===== config.mk =====
export PLATFORM = sky130hd
export DESIGN_NAME = mlp_stream_framer
export DESIGN_NICKNAME = d
export VERILOG_FILES = /design/src/rtl/mlp_stream_framer.sv
export SDC_FILE = /design/constraint.sdc
export NUM_CORES = 1
export LEC_CHECK = 0
export CAP_MARGIN = 20
export CORE_ASPECT_RATIO = 1.1
export CORE_MARGIN = 2
export CORE_UTILIZATION = 60
export DETAILED_ROUTE_END_ITERATION = 16
export HOLD_SLACK_MARGIN = 0.03
export PLACE_DENSITY = 0.95
export SYNTH_ARGS = -nofsm -noshare
export SYNTH_HDL_FRONTEND = slang
export SYNTH_SLANG_ARGS = --single-unit

===== constraint.sdc =====
create_clock -name clk -period 5.8 [get_ports clk]
set_input_delay 1.16 -clock clk [delete_from_list [all_inputs] [get_ports clk]]
set_output_delay 1.16 -clock clk [all_outputs]
set_load 0.02 [all_outputs]

===== src/rtl/mlp_stream_framer.sv =====
// ============================================================================
// mlp_stream_framer
// Host-link frame parser feeding the MLP controller; checks checksums and
// returns the inference result to the host.
// Revision: 1.0
// ============================================================================
`default_nettype none

module mlp_stream_framer #(
    parameter int unsigned LOAD_BYTES  = 282620,
    parameter int unsigned IMAGE_BYTES = 784,
    parameter logic [7:0]  SYNC_BYTE   = 8'hA5,
    parameter logic [19:0] TIMEOUT     = 20'hFFFFF
) (
    input  logic       clk,
    input  logic       reset_n,
    input  logic [7:0] s_data,
    input  logic       s_valid,
    output logic       s_ready,
    output logic [1:0] mode,
    output logic [7:0] incoming_data,
    output logic       incoming_data_valid,
    input  logic [3:0] result_data_in,
    input  logic       result_data_valid_in,
    output logic [3:0] result_class,
    output logic       result_valid,
    output logic       busy,
    output logic       err_checksum,
    output logic       err_cmd,
    output logic       err_timeout
);

    localparam logic [2:0] S_HUNT     = 3'd0;
    localparam logic [2:0] S_CMD      = 3'd1;
    localparam logic [2:0] S_MODE     = 3'd2;
    localparam logic [2:0] S_GAP      = 3'd3;
    localparam logic [2:0] S_STREAM   = 3'd4;
    localparam logic [2:0] S_CHK      = 3'd5;
    localparam logic [2:0] S_WAIT_RES = 3'd6;

    localparam logic [7:0]  CMD_LOAD  = 8'h01;
    localparam logic [7:0]  CMD_INFER = 8'h02;
    localparam logic [18:0] LEN_LOAD  = 19'(LOAD_BYTES);
    localparam logic [18:0] LEN_IMAGE = 19'(IMAGE_BYTES);
    localparam logic [19:0] TMO_LAST  = TIMEOUT - 20'd1;

    logic [2:0]  state;
    logic [2:0]  next_state;
    logic        cmd_infer;
    logic [18:0] len;
    logic [7:0]  csum;
    logic [19:0] tcnt;
    logic        xfer;
    logic        cmd_ok;
    logic        timed_out;

    assign xfer      = s_valid & s_ready;
    assign cmd_ok    = (s_data == CMD_LOAD) || (s_data == CMD_INFER);
    assign timed_out = (tcnt == TMO_LAST);

    always_ff @(posedge clk or negedge reset_n) begin
        if (!reset_n) begin
            state <= S_HUNT;
        end else begin
            state <= next_state;
        end
    end

    always_comb begin
        next_state = state;
        case (state)
            S_HUNT:     if (xfer && s_data == SYNC_BYTE) next_state = S_CMD;
            S_CMD:      if (xfer) next_state = cmd_ok ? S_MODE : S_HUNT;
            S_MODE:     next_state = S_GAP;
            S_GAP:      next_state = S_STREAM;
            S_STREAM:   if (xfer && len == 19'd1) next_state = S_CHK;
            S_CHK:      if (xfer) next_state = cmd_infer ? S_WAIT_RES : S_HUNT;
            S_WAIT_RES: if (result_data_valid_in || timed_out) next_state = S_HUNT;
            default:    next_state = S_HUNT;
        endcase
    end

    always_comb begin
        s_ready = 1'b0;
        mode    = 2'd0;
        busy    = (state != S_HUNT);
        case (state)
            S_HUNT, S_CMD, S_STREAM, S_CHK: s_ready = 1'b1;
            S_MODE:  mode = cmd_infer ? 2'd2 : 2'd1;
            default: s_ready = 1'b0;
        endcase
    end

    always_ff @(posedge clk or negedge reset_n) begin
        if (!reset_n) begin
            cmd_infer           <= 1'b0;
            len                 <= '0;
            csum                <= '0;
            tcnt                <= '0;
            incoming_data       <= '0;
            incoming_data_valid <= 1'b0;
            result_class        <= '0;
            result_valid        <= 1'b0;
            err_checksum        <= 1'b0;
            err_cmd             <= 1'b0;
            err_timeout         <= 1'b0;
        end else begin
            incoming_data_valid <= 1'b0;
            result_valid        <= 1'b0;
            case (state)
                S_HUNT: begin
                    csum <= '0;
                    tcnt <= '0;
                    if (xfer && s_data == SYNC_BYTE) begin
                        err_checksum <= 1'b0;
                        err_cmd      <= 1'b0;
                        err_timeout  <= 1'b0;
                    end
                end
                S_CMD: begin
                    if (xfer) begin
                        if (cmd_ok) begin
                            cmd_infer <= (s_data == CMD_INFER);
                            len       <= (s_data == CMD_INFER) ? LEN_IMAGE : LEN_LOAD;
                        end else begin
                            err_cmd <= 1'b1;
                        end
                    end
                end
                S_STREAM: begin
                    if (xfer) begin
                        incoming_data       <= s_data;
                        incoming_data_valid <= 1'b1;
                        csum                <= csum + s_data;
                        len                 <= len - 19'd1;
                    end
                end
                S_CHK: begin
                    // Payload is already forwarded; a bad sum only flags.
                    if (xfer && (csum + s_data) != 8'd0) err_checksum <= 1'b1;
                end
                S_WAIT_RES: begin
                    tcnt <= tcnt + 20'd1;
                    if (result_data_valid_in) begin
                        result_class <= result_data_in;
                        result_valid <= 1'b1;
                    end else if (timed_out) begin
                        err_timeout <= 1'b1;
                    end
                end
                default: ;
            endcase
        end
    end

endmodule

`default_nettype wire


==> reports/metrics.cfg, run 1 <==
[floorplanning]
die_area_um2=6840
row_count=30
core_area_um2=6080
pin_count=37
fp.dieH_um=86.5
initial_core_util_pct=61.1
die_x_um=79.0

[sta]
setup_violations=0
maxSlewHeadroom_pct=36.4
tightestPinTransition_ns=0.950
finalCritPeriodShare_pct=63.3
period_minus_slack_ns=3.67
grt_setup_unrepaired=no
max_freq_ghz=0.272
hold_violations=0
setup_tns_ns=0
setup_slack_ns=2.13
holdWs_ns=0.477
drv_slew=0
skew_ns=0.0110

[run_status]
outcome=finished, final reports clean

[critical_path]
rr_endpoint=len[14]
reg2regPathDepth=7
worstSetupEndpointType=primary output
cp_data_arrival_time_ns=2.51
crit_chain=nor3_1 -> inv_1 -> clkdlybuf4s50_1
cpMaxStageDelayCell=clkdlybuf4s50_1
critPathKind=flop to primary output
crit_fanout=22
r2r_slack_ns=3.07
critical_path_required_ns=4.64
start_kind=flop
slowest_delay_ns=0.67
reg2reg_from=state[0]

[finish]
layout-drive-gt1-share_pct=6.50
multi_input_area_um2=1880
area_growth_pct=15.9
fillers=457
nNetsFinal=469
layout_common_cells=68 x dfrtp_1, 51 x nand2_1, 35 x clkdlybuf4s50_1
diodes=0
finalNonFillerCells=526
layout_commonest_cell=dfrtp_1
register_area_um2=1700

[logic_synthesis]
netlist_area_um2=3720
yosys.area.top_type=dfrtp_1
synthTopCellsByArea=dfrtp_1 46%, nand2_1 5.2%, o21ai_0 4.4%
synth_cell_types=59
ys_seq_elements=68
yosysSeqAreaShare_pct=45.8
syn_area_per_cell_um2=9.06
synth_edf_count=0
postSynthCellCount=410
async_reset_ff_share_pct=100
syn-num-nets=438
synth-main-ff-cell=dfrtp_1
yosysWarnings=0
synth_top_area_share_pct=45.8

[job]
maxCapViolCount=0

[route]
viasPerCell=6.28
finalWirelength_um=8820
drtIter0Drc=285
drtPass1Iterations=5
num_vias=3304
ant_nets=0
avgRoutedWirePerCell_um=16.8
drc_errors=0

[power_and_ir_drop]
p_sw_uw=735
power.share.clock_pct=20.9
p_seq_share_pct=39.0
ir_drop_uv=283
p_comb_share_pct=40.1
powerDensity_nw_per_um2=421
internal-power_mw=1.08
sw_frac_of_total_pct=40.5
leakage_nw=1.89

[clocking]
postCtsSetupBuffers=0
clk_latency_ns=0.35
cts_tree=done
cts_resized=0
ctsHoldBuffers=0
root_buffer=clkbuf_8
cts_sinks=68
clk_pin_slew_ns=0.07
clockBufferDepth=2
numCtsBuffers=9
htreeDepth=3

[global_route]
grt_use_total_pct=26.3
met1_usage_pct=34.0
use_met3_pct=4.06
antenna_found_initial=0
busiest_layer=met2
met2_usage_pct=44.9
grt_pass1_wl_um=14300
grt_pass1_vias=3068
grt_max_degree=41
grt_overflow=0

[placed_design]
dp.cells=510
place_ws_ns=2.24
place_congestion=0.891
dp_hpwl_um=6040
port_buffers=36

[min_path]
hold_start=incoming_data[3]
hp-class=flop to flop
holdPathEnd=incoming_data[3]
hold_depth=2

-- through the flow --
| stage | area, µm² | total power, mW | util (%) |
|---|---|---|---|
| finish | 4310 | 1.81 | 70.8 |
| global route | 4310 | 1.93 | 70.8 |
| CTS | 4310 | 1.80 | 70.8 |
| detailed placement | 4120 | 1.42 | 67.8 |
| global placement | 4120 | 1.39 | 67.8 |
| floorplan | 3720 | 1.19 | - |
-- worst max path at each step --
stage | startpoint | to | depth (start not counted)
after global routing | state[0] | busy | 3
final | state[0] | busy | 3
after detailed placement | s_valid | len[3] | 6
after floorplan | s_data[0] | err_checksum | 7
after global placement | s_data[0] | err_checksum | 8
after CTS | state[0] | busy | 3
-- logic make-up after synthesis --
group | count (synthesis) | share of synthesized area, %
AOI/OAI and AO/OA | 110 | 18.4
xor gates and xnor gates | 13 | 3.06
adders and majority gates | 12 | 4.24
buffers and inverters | 35 | 3.67
DFF | 68 | 45.8
muxes | 8 | 2.29
and+or+nand+nor | 164 | 22.6
-- worst max-delay path, delay by kind of cell (launching register included) --
family | cells | cell delay (ns)
buffers and inverters | 2 | 1.14
DFF | 1 | 0.54
and+or+nand+nor | 1 | 0.48
-- synthesized netlist by cell type (all sizes together) (2+ instances only) --
cell	number
o22ai	3
nand4	12
and2	4
o31ai	8
nand2	51
o21ai	37
a21o	5
nor4	8
nor2	30
o2bb2ai	2
nand3	16
mux2i	4
or3	5
inv	14
a31oi	12
nand3b	2
or4	2
ha	11
nor3	14
and4	4
clkbuf	15
a211oi	2
o211ai	8
and3	6
mux2	4
dfrtp	68
xnor2	6
a21oi	20
nor3b	4
xor2	7
buf	5
o21a	2
-- registers in the layout (all words and copies together), names as in the netlist, 3 cells and up --
| register | flops |
|---|---|
| incoming_data | 8 |
| state | 3 |
| tcnt | 20 |
| csum | 8 |
| len | 19 |
| result_class | 4 |
-- power groups by stage --
stage / Sequential (mW) / Clock, mW / Combinational [mW]
final: 0.708 / 0.378 / 0.726
after global routing: 0.724 / 0.399 / 0.803
after CTS: 0.703 / 0.379 / 0.718
after detailed placement: 0.711 / 0 / 0.709
after global placement: 0.705 / 0 / 0.682
after floorplan: 0.715 / 0 / 0.474
-- layer usage --
| metal | share of wire [%] | vias to the layer above |
|---|---|---|
| met1 | 43 | 1598 |
| met5 | 0 | - |
| li1 | - | 1567 |
| met4 | 2.2 | 0 |
| met3 | 5.0 | 17 |
| met2 | 49 | 122 |
-- cell type report --
type | count | area share (%)
Multi-Input combinational cell | 307 | 43.6
Clock inverter | 5 | 1.22
Sequential cell | 68 | 39.5
Clock buffer | 11 | 3.05
Inverter | 15 | 1.31
Tap cell | 80 | 2.32
Timing Repair Buffer | 40 | 8.95
Note: power is estimated with default switching activity, not from simulation.
==> run 2: changes to the inputs <==
--- a/config.mk
+++ b/config.mk
@@ -8,10 +8,10 @@
 export CAP_MARGIN = 20
 export CORE_ASPECT_RATIO = 1.1
 export CORE_MARGIN = 2
-export CORE_UTILIZATION = 60
+export CORE_UTILIZATION = 57
 export DETAILED_ROUTE_END_ITERATION = 16
 export HOLD_SLACK_MARGIN = 0.03
-export PLACE_DENSITY = 0.95
+export PLACE_DENSITY = 0.92
 export SYNTH_ARGS = -nofsm -noshare
 export SYNTH_HDL_FRONTEND = slang
 export SYNTH_SLANG_ARGS = --single-unit
==> constraint.sdc (replaced) <==
create_clock -name clk -period 3.6 [get_ports clk]
set_input_delay 0.72 -clock clk [delete_from_list [all_inputs] [get_ports clk]]
set_output_delay 0.72 -clock clk [all_outputs]
set_load 0.02 [all_outputs]
==> reports/metrics.cfg, run 2 (synthesized netlist as in run 1, its figures left out) <==
[critical_path]
rr_endpoint=len[10]
start_kind=flop
reg2reg_from=state[1]
crit_buf_inv=3
cpMaxStageDelayCell=clkdlybuf4s50_1
worstSetupEndpointType=primary output
slowest_delay_ns=0.56
reg2regPathDepth=5
r2r_slack_ns=1.17
critPathKind=flop to primary output
cp_data_arrival_time_ns=2.24
critical_path_required_ns=2.88
crit_chain=nor3_1 -> inv_1 -> buf_4 -> clkdlybuf4s50_1
crit_family=buffers and inverters
crit_fanout=22

[global_route]
grt_pass1_vias=3221
antenna_found_initial=0
grt_pass1_wl_um=14700
grt_use_total_pct=26.8
grt_max_degree=69
grt_overflow=0

[finish]
layout-drive-gt1-share_pct=6.49
layout_commonest_cell=dfrtp_1
area_growth_pct=16.3
top_register=tcnt
post-route-util_pct=69.3
layout_common_cells=68 x dfrtp_1, 51 x nand2_1, 35 x clkdlybuf4s50_1
fillers=486
nNetsFinal=471
largest_reg_flops=20
top_regs=tcnt: 20 flops, len: 19 flops
diodes=0

[sta]
tightestPinTransition_ns=0.946
drv_slew=0
setup_tns_ns=0
finalCritPeriodShare_pct=82.3
max_freq_ghz=0.338
setup_violations=0
skew_ns=0.00755
maxSlewHeadroom_pct=36.7
period_minus_slack_ns=2.96
grt_setup_unrepaired=no
hold_violations=0

[route]
ant_nets=0
drtIter0Drc=235
drc_errors=0
drtPass1Iterations=4
num_vias=3308
avgRoutedWirePerCell_um=16.3
finalWirelength_um=8600
viasPerCell=6.28

[min_path]
hp-class=flop to flop
holdPathEnd=incoming_data[2]
hold_depth=2
hold_start=incoming_data[2]

[power_and_ir_drop]
powerDensity_nw_per_um2=679
ir_drop_uv=529
leakage_nw=1.90

[run_status]
outcome=finished, final reports clean

[placed_design]
port_buffers=36
place_congestion=0.901
dp_hpwl_um=5830

[floorplanning]
initial_core_util_pct=59.6
pin_count=37
die_x_um=81.0
row_count=30
core_area_um2=6230
fp.dieH_um=88.7
die_area_um2=7180

[clocking]
numCtsBuffers=9
root_buffer=clkbuf_8
cts_tree=done
cts_resized=0
postCtsSetupBuffers=0
htreeDepth=3
clk_latency_ns=0.35
cts_sinks=68
clk_pin_slew_ns=0.07
ctsHoldBuffers=0
clockBufferDepth=2

[job]
maxCapViolCount=0

==> run 2: cell count changes in the layout (fill, tap and decap cells not counted), sizes merged <==
cell	change
buf	+2
clkbuf	+2
clkinvlp	-1
clkinv	-2
==> run 2: area by class of cell <==
cell class	count	area [µm²]	share of cell area, %
well taps	80	100	2.32
clock inverters	2	35.0	0.811
multi-input cells	307	1880	43.5
repair buffers	42	400	9.27
clock buffers	13	149	3.45
flip-flops and latches	68	1700	39.4
inverters	15	56.3	1.30
==> run 2: routing by layer <==
layer,global-route usage (%),vias up,wire (µm)
met4,14.8,0,360
met1,34.3,1591,3720
met5,0,-,0
met3,5.41,37,464
met2,42.8,113,4050
li1,-,1567,-
==> run 2: worst reg2reg max path: cells and delay by family, from the launching register on <==
kind             cells  cell delay, ns
AND/OR/NAND/NOR      3            1.39
flip-flops           1            0.56
AO/OA/AOI/OAI        2            0.39
==> run 2: stage by stage <==
stage | std cells | worst slack, ns | hold WS (ns) | power (mW) | instance area, µm²
after floorplan | 410 | 1.18 | 0.424 | 1.91 | 3720
after detailed placement | 512 | 0.412 | 0.466 | 2.30 | 4140
final | 527 | 0.638 | 0.477 | 2.93 | 4320
after CTS | 527 | 0.636 | 0.483 | 2.93 | 4320
after global routing | 527 | 0.547 | 0.514 | 3.13 | 4320
after global placement | 512 | 0.487 | 0.455 | 2.25 | 4140
==> run 2: how the worst max path moves through the flow <==
| stage | cells past startpoint | end | slack [ns] | from |
|---|---|---|---|---|
| 3_3_place_gp | 8 | err_checksum | 0.49 | s_data[0] |
| 5_1_grt | 4 | busy | 0.55 | state[0] |
| 3_5_place_dp | 8 | err_checksum | 0.41 | s_data[0] |
| 6_report | 4 | busy | 0.64 | state[1] |
| 2_1_floorplan | 7 | err_checksum | 1.18 | s_data[0] |
| 4_1_cts | 4 | busy | 0.64 | state[1] |
==> run 2: report_power, final <==
part	switching (mW)	internal, mW	total (mW)
logic	0.704	0.476	1.18
registers	0.182	0.956	1.14
clock network	0.281	0.335	0.616
